File: src/rtl/operand_stage.sv
// Decode-to-execute operand stage: resolves rs1/rs2 by forwarding from MEM/WB,
// stalls on load-use hazards, and registers operands into ID/EX via valid/ready.
//
// Ports:
//   clk, rst_n                    clock, async active-low reset
//   in_valid/in_ready             upstream handshake with decoded fields
//   in_rs1/rs2/rd, in_wen,
//   in_is_load, in_imm, in_pc     decoded instruction fields
//   rf_rs1/rf_rs2, rf_rd1/rf_rd2  register-file read port (comb address)
//   mem_*                         instruction currently in MEM
//   wb_*                          write being committed this cycle
//   flush                         kill held and incoming instruction
//   out_valid/out_ready           ID/EX handshake
//   out_op_a/op_b/imm/pc/rd/
//   out_wen/out_is_load           registered ID/EX bundle
//   stall_cnt                     saturating load-use stall cycle count
module operand_stage (
   input  logic        clk,
   input  logic        rst_n,
   input  logic        in_valid,
   output logic        in_ready,
   input  logic [4:0]  in_rs1,
   input  logic [4:0]  in_rs2,
   input  logic [4:0]  in_rd,
   input  logic        in_wen,
   input  logic        in_is_load,
   input  logic [63:0] in_imm,
   input  logic [63:0] in_pc,
   output logic [4:0]  rf_rs1,
   output logic [4:0]  rf_rs2,
   input  logic [63:0] rf_rd1,
   input  logic [63:0] rf_rd2,
   input  logic        mem_valid,
   input  logic        mem_wen,
   input  logic        mem_is_load,
   input  logic [4:0]  mem_rd,
   input  logic [63:0] mem_wd,
   input  logic        wb_wen,
   input  logic [4:0]  wb_rd,
   input  logic [63:0] wb_wd,
   input  logic        flush,
   output logic        out_valid,
   input  logic        out_ready,
   output logic [63:0] out_op_a,
   output logic [63:0] out_op_b,
   output logic [63:0] out_imm,
   output logic [63:0] out_pc,
   output logic [4:0]  out_rd,
   output logic        out_wen,
   output logic        out_is_load,
   output logic [31:0] stall_cnt
);

   logic        valid_q, valid_d;
   logic [63:0] op_a_q, op_a_d;
   logic [63:0] op_b_q, op_b_d;
   logic [63:0] imm_q, pc_q;
   logic [4:0]  rd_q;
   logic        wen_q, is_load_q;
   logic [31:0] stall_q, stall_d;

   logic        mem_fwd_ok;
   logic        ex_ld_busy;
   logic        mem_ld_busy;
   logic        haz_rs1, haz_rs2;
   logic        hazard;
   logic        accept;

   assign rf_rs1 = in_rs1;
   assign rf_rs2 = in_rs2;

   // A load's result is not yet available in MEM, so it is never forwarded.
   assign mem_fwd_ok = mem_valid && mem_wen && !mem_is_load;

   // WB bypass is needed because the regfile write lands at the edge,
   // so a same-cycle read still returns the old value.
   always_comb begin
      op_a_d = rf_rd1;
      if (in_rs1 == 5'd0)
         op_a_d = '0;
      else if (mem_fwd_ok && mem_rd == in_rs1)
         op_a_d = mem_wd;
      else if (wb_wen && wb_rd == in_rs1)
         op_a_d = wb_wd;
   end

   always_comb begin
      op_b_d = rf_rd2;
      if (in_rs2 == 5'd0)
         op_b_d = '0;
      else if (mem_fwd_ok && mem_rd == in_rs2)
         op_b_d = mem_wd;
      else if (wb_wen && wb_rd == in_rs2)
         op_b_d = wb_wd;
   end

   // A load in ID/EX or in MEM cannot supply data yet.
   assign ex_ld_busy  = valid_q && is_load_q && wen_q;
   assign mem_ld_busy = mem_valid && mem_is_load && mem_wen;

   assign haz_rs1 = (in_rs1 != 5'd0) &&
                    ((ex_ld_busy && rd_q == in_rs1) ||
                     (mem_ld_busy && mem_rd == in_rs1));
   assign haz_rs2 = (in_rs2 != 5'd0) &&
                    ((ex_ld_busy && rd_q == in_rs2) ||
                     (mem_ld_busy && mem_rd == in_rs2));

   assign hazard   = in_valid && (haz_rs1 || haz_rs2);
   assign in_ready = !flush && !hazard && (!valid_q || out_ready);
   assign accept   = in_valid && in_ready;

   always_comb begin
      valid_d = valid_q;
      if (flush)
         valid_d = 1'b0;
      else if (accept)
         valid_d = 1'b1;
      else if (out_ready)
         valid_d = 1'b0;
   end

   always_comb begin
      stall_d = stall_q;
      if (hazard && !flush && stall_q != 32'hFFFF_FFFF)
         stall_d = stall_q + 32'd1;
   end

   always_ff @(posedge clk or negedge rst_n) begin
      if (!rst_n) begin
         valid_q   <= 1'b0;
         op_a_q    <= '0;
         op_b_q    <= '0;
         imm_q     <= '0;
         pc_q      <= '0;
         rd_q      <= '0;
         wen_q     <= 1'b0;
         is_load_q <= 1'b0;
         stall_q   <= '0;
      end else begin
         valid_q <= valid_d;
         stall_q <= stall_d;
         // Held operands were resolved at capture and are not re-forwarded.
         if (accept) begin
            op_a_q    <= op_a_d;
            op_b_q    <= op_b_d;
            imm_q     <= in_imm;
            pc_q      <= in_pc;
            rd_q      <= in_rd;
            wen_q     <= in_wen;
            is_load_q <= in_is_load;
         end
      end
   end

   assign out_valid   = valid_q;
   assign out_op_a    = op_a_q;
   assign out_op_b    = op_b_q;
   assign out_imm     = imm_q;
   assign out_pc      = pc_q;
   assign out_rd      = rd_q;
   assign out_wen     = wen_q;
   assign out_is_load = is_load_q;
   assign stall_cnt   = stall_q;

endmodule

File: config.mk
export PLATFORM = sky130hd
export DESIGN_NAME = operand_stage
export DESIGN_NICKNAME = d
export VERILOG_FILES = /design/src/rtl/operand_stage.sv
export SDC_FILE = /design/constraint.sdc
export NUM_CORES = 1
export LEC_CHECK = 0
export ABC_AREA = 1
export ABC_CLOCK_PERIOD_IN_PS = 2400
export CAP_MARGIN = 5
export CORE_AREA = 5 5 277 279
export CTS_CLUSTER_SIZE = 25
export DETAILED_ROUTE_END_ITERATION = 10
export DIE_AREA = 0 0 282 284
export PLACE_DENSITY = 0.58
export SYNTH_ARGS = -nofsm -noshare
export SYNTH_HDL_FRONTEND = slang
export SYNTH_SLANG_ARGS = --single-unit
File: constraint.sdc
create_clock -name clk -period 2.4 [get_ports clk]
set_input_delay 0.24 -clock clk [delete_from_list [all_inputs] [get_ports clk]]
set_output_delay 0.24 -clock clk [all_outputs]
set_load 0.02 [all_outputs]
==> flow_summary.json <==
{
  "path_cells": "inv_1 > nor2_1 > nor3_2 > nand3_1 > nand2_2 > nand2_2 > nand2_4 > a21boi_1 > buf_4",
  "grt_overflow": 0,
  "slowest_delay_ns": 0.42,
  "synth_common_cells": "1109 x nand2_1, 426 x nand4_1, 306 x nor2_1, 296 x dfrtp_1, 147 x nand3_1",
  "post-route-period-util": 0.925,
  "cp-start-kind": "flip-flop",
  "cp.required_ns": 2.16,
  "area_growth_pct": 62.0,
  "grt_pass1_vias": 21899,
  "post_synth_num_cell_types": 27,
  "outcome": "complete, no violations",
  "p_comb_frac": 0.323,
  "fin_area_sq_um": 29500,
  "switching_share": 0.344,
  "post-route-min-period_ns": 2.22,
  "final_antenna_net_count": 0,
  "io-pin-count": 727,
  "hold_path.class": "input pin to flip-flop",
  "gr-usage-all-layers": 0.233,
  "avgRoutedWirePerCell_microns": 21.9,
  "skew_ns": 0.0334,
  "synth_area_leaders": "dfrtp_1 41%, nand2_1 23%, nand4_1 15%, nor2_1 6.3%, nand3_1 4.0%",
  "drt-vias-per-instance": 4.92,
  "setup_tns_ns": 0,
  "portBuffers": 726,
  "synthCells": 2708,
  "vias": 21924,
  "clk_pin_slew_worst_paths_ns": 0.06,
  "die_area_sq_um": 80100,
  "rr_startpoint": "out_rd[4]$_DFFE_PN0P_",
  "worstPathArrival_ns": 1.98,
  "synth_top_area_frac": 0.407,
  "dr.pass1.iters": 6,
  "final-hold-violation-count": 0,
  "cts_tree": "built",
  "peakVddDrop_v": 0.000440,
  "antenna_found_initial": 14,
  "synthArstFlopShare": 1.00,
  "intPower_w": 0.0120,
  "cp-end-kind": "output port",
  "ys_seq_area_frac": 0.407,
  "core.rowCount": 100,
  "slowest_stage": "dfrtp_2",
  "slew_headroom": 0.350,
  "cap_violations": 0,
  "ctsHtreeMaxLevel": 2,
  "power.density_nw_per_um2": 621,
  "synth.largest_area_cell": "dfrtp_1",
  "finalMaxSlewViolations": 0,
  "drt_iter0_markers": 1618,
  "core-area_sq_um": 73900,
  "layout-drive-gt1-share": 0.0904,
  "crit_start": "out_rd[4]$_DFFE_PN0P_",
  "dp_hpwl_mm": 72.6,
  "ys_warn_count": 0,
  "synth-seq-cells": 296,
  "place_congestion": 0.931,
  "cts.sinks": 296,
  "grt_pass1_wl_mm": 144,
  "grt_max_degree": 97,
  "min_from": "in_valid",
  "synth_most_common_cell": "nand2_1",
  "p_switching_w": 0.00629,
  "fin_cells": 4453,
  "rsz0062_at_grt": "false",
  "clockBufferDepth": 3,
  "finalNetCount": 3864,
  "leakage_nw": 14.8,
  "clk-insertion-delay-late_ns": 0.57,
  "initial_core_util": 0.246,
  "fp.dieW_microns": 282,
  "placed_cells": 4366,
  "cts-buffers-inserted": 41,
  "crit_fanout": 5,
  "cts_root_buffer": "clkbuf_16",
  "synth_flop_cell": "dfrtp_1",
  "p_seq_frac": 0.338,
  "fmax_ghz": 0.450,
  "crit_type": "flip-flop to output port",
  "syn_area_sq_um": 18200,
  "drc": 0,
  "setup_viol": 0,
  "die_h_microns": 284,
  "totalWireLength_mm": 97.3,
  "synth_edf_count": 0,
  "critPathMostFrequentCell": "nand2_2",
  "worstMarginPinSlew_ns": 0.975,
  "clockPowerShare": 0.339,
  "syn_nets": 3129,
  "syn_avg_cell_area_sq_um": 6.72,
  "postPlaceCellArea_sq_um": 28000
}
-- layer usage --
| metal | share of wire | GRT usage | vias up |
|---|---|---|---|
| met5 | 0.00016 | 0 | - |
| met4 | 0.036 | 0.0782 | 2 |
| met3 | 0.075 | 0.0525 | 182 |
| met2 | 0.48 | 0.392 | 915 |
| met1 | 0.41 | 0.297 | 10431 |
| li1 | - | - | 10394 |
-- flip-flops by register name (all words and copies together) (netlist names), 5 cells and up --
name       cells
out_imm       64
out_op_a      64
out_op_b      64
out_pc        64
stall_cnt     32
out_rd         5
-- logic make-up after synthesis --
family / count (synthesis) / share of synthesized area
adders and majority gates: 1 / 0.000688
buffers and inverters: 354 / 0.0848
DFF: 296 / 0.407
and+or+nand+nor: 2018 / 0.490
AOI/OAI and AO/OA: 7 / 0.00220
xor gates and xnor gates: 32 / 0.0154
-- per-stage QoR --
step	utilization	hold slack [ns]	setup slack [ns]	total power, W
finish	0.398	0.0708	0.179	0.0183
global placement	0.379	0.161	-0.411	0.0122
global route	0.398	0.0563	0.00195	0.0192
detailed placement	0.379	0.162	-0.420	0.0122
floorplan	-	-0.0556	0.420	0.00860
CTS	0.398	0.0336	0.00347	0.0185
-- final cells by class --
cell class,count,area (sq um)
antenna,12,30.0
clock buffer,57,1160
clock inverter,15,185
fill,7675,44500
inverter,108,413
multi-input combinational,2058,9410
sequential,296,7410
tap,969,1210
timing repair buffer,938,9640
-- power groups by stage --
| stage | logic (W) | clock network, W | registers [W] |
|---|---|---|---|
| after CTS | 0.00596 | 0.00640 | 0.00618 |
| after global routing | 0.00631 | 0.00659 | 0.00627 |
| after detailed placement | 0.00592 | 0 | 0.00623 |
| final | 0.00591 | 0.00621 | 0.00618 |
| after floorplan | 0.00149 | 0 | 0.00710 |
| after global placement | 0.00592 | 0 | 0.00625 |
-- critical path, delay by kind of cell, from the launching register on --
kind / cells / cell delay, ns
compound gates: 1 / 0.16
simple gates: 6 / 0.56
flops: 1 / 0.42
buf+inv: 2 / 0.26
-- layout by cell type, fill, tap and decap left out, types with 6 or more instances in the layout --
master and n:
buf_12 62, buf_4 150, clkbuf_1 9, clkbuf_16 41, clkbuf_8 7, clkdlybuf4s50_1 723
clkinv_2 7, dfrtp_1 293, diode_2 12, inv_1 101, inv_2 6, nand2_1 1105
nand3_1 142, nand4_1 426, nor2_1 298, nor2_4 8, nor3_1 15, xnor2_1 11
xor2_1 21
-- what timing repair did --
| action | 4_1_cts | 5_1_grt |
|---|---|---|
| hold buffers | 1 | 0 |
| setup endpoints to repair | 1 | 1 |
| endpoints found under the hold margin | 131 | 0 |
| gates resized for setup | 14 | 5 |
| setup buffers | 2 | 0 |
| pin swaps | 0 | 1 |
-- path summary, 6_finish.rpt --
check                                                 to  slack, ns  cells past startpoint
worst max-delay path                            in_ready       0.18                      9
worst min-delay path             out_imm[60]$_DFFE_PN0P_       0.07                      3
worst max register to register  stall_cnt[8]$_DFFE_PN0P_       0.43                     13
worst min register to register  out_op_a[29]$_DFFE_PN0P_       0.47                      2
max in group asynchronous       stall_cnt[7]$_DFFE_PN0P_       1.39                      3
min in group asynchronous         out_pc[63]$_DFFE_PN0P_       0.13                      2
(Power assumes the default switching activity.)
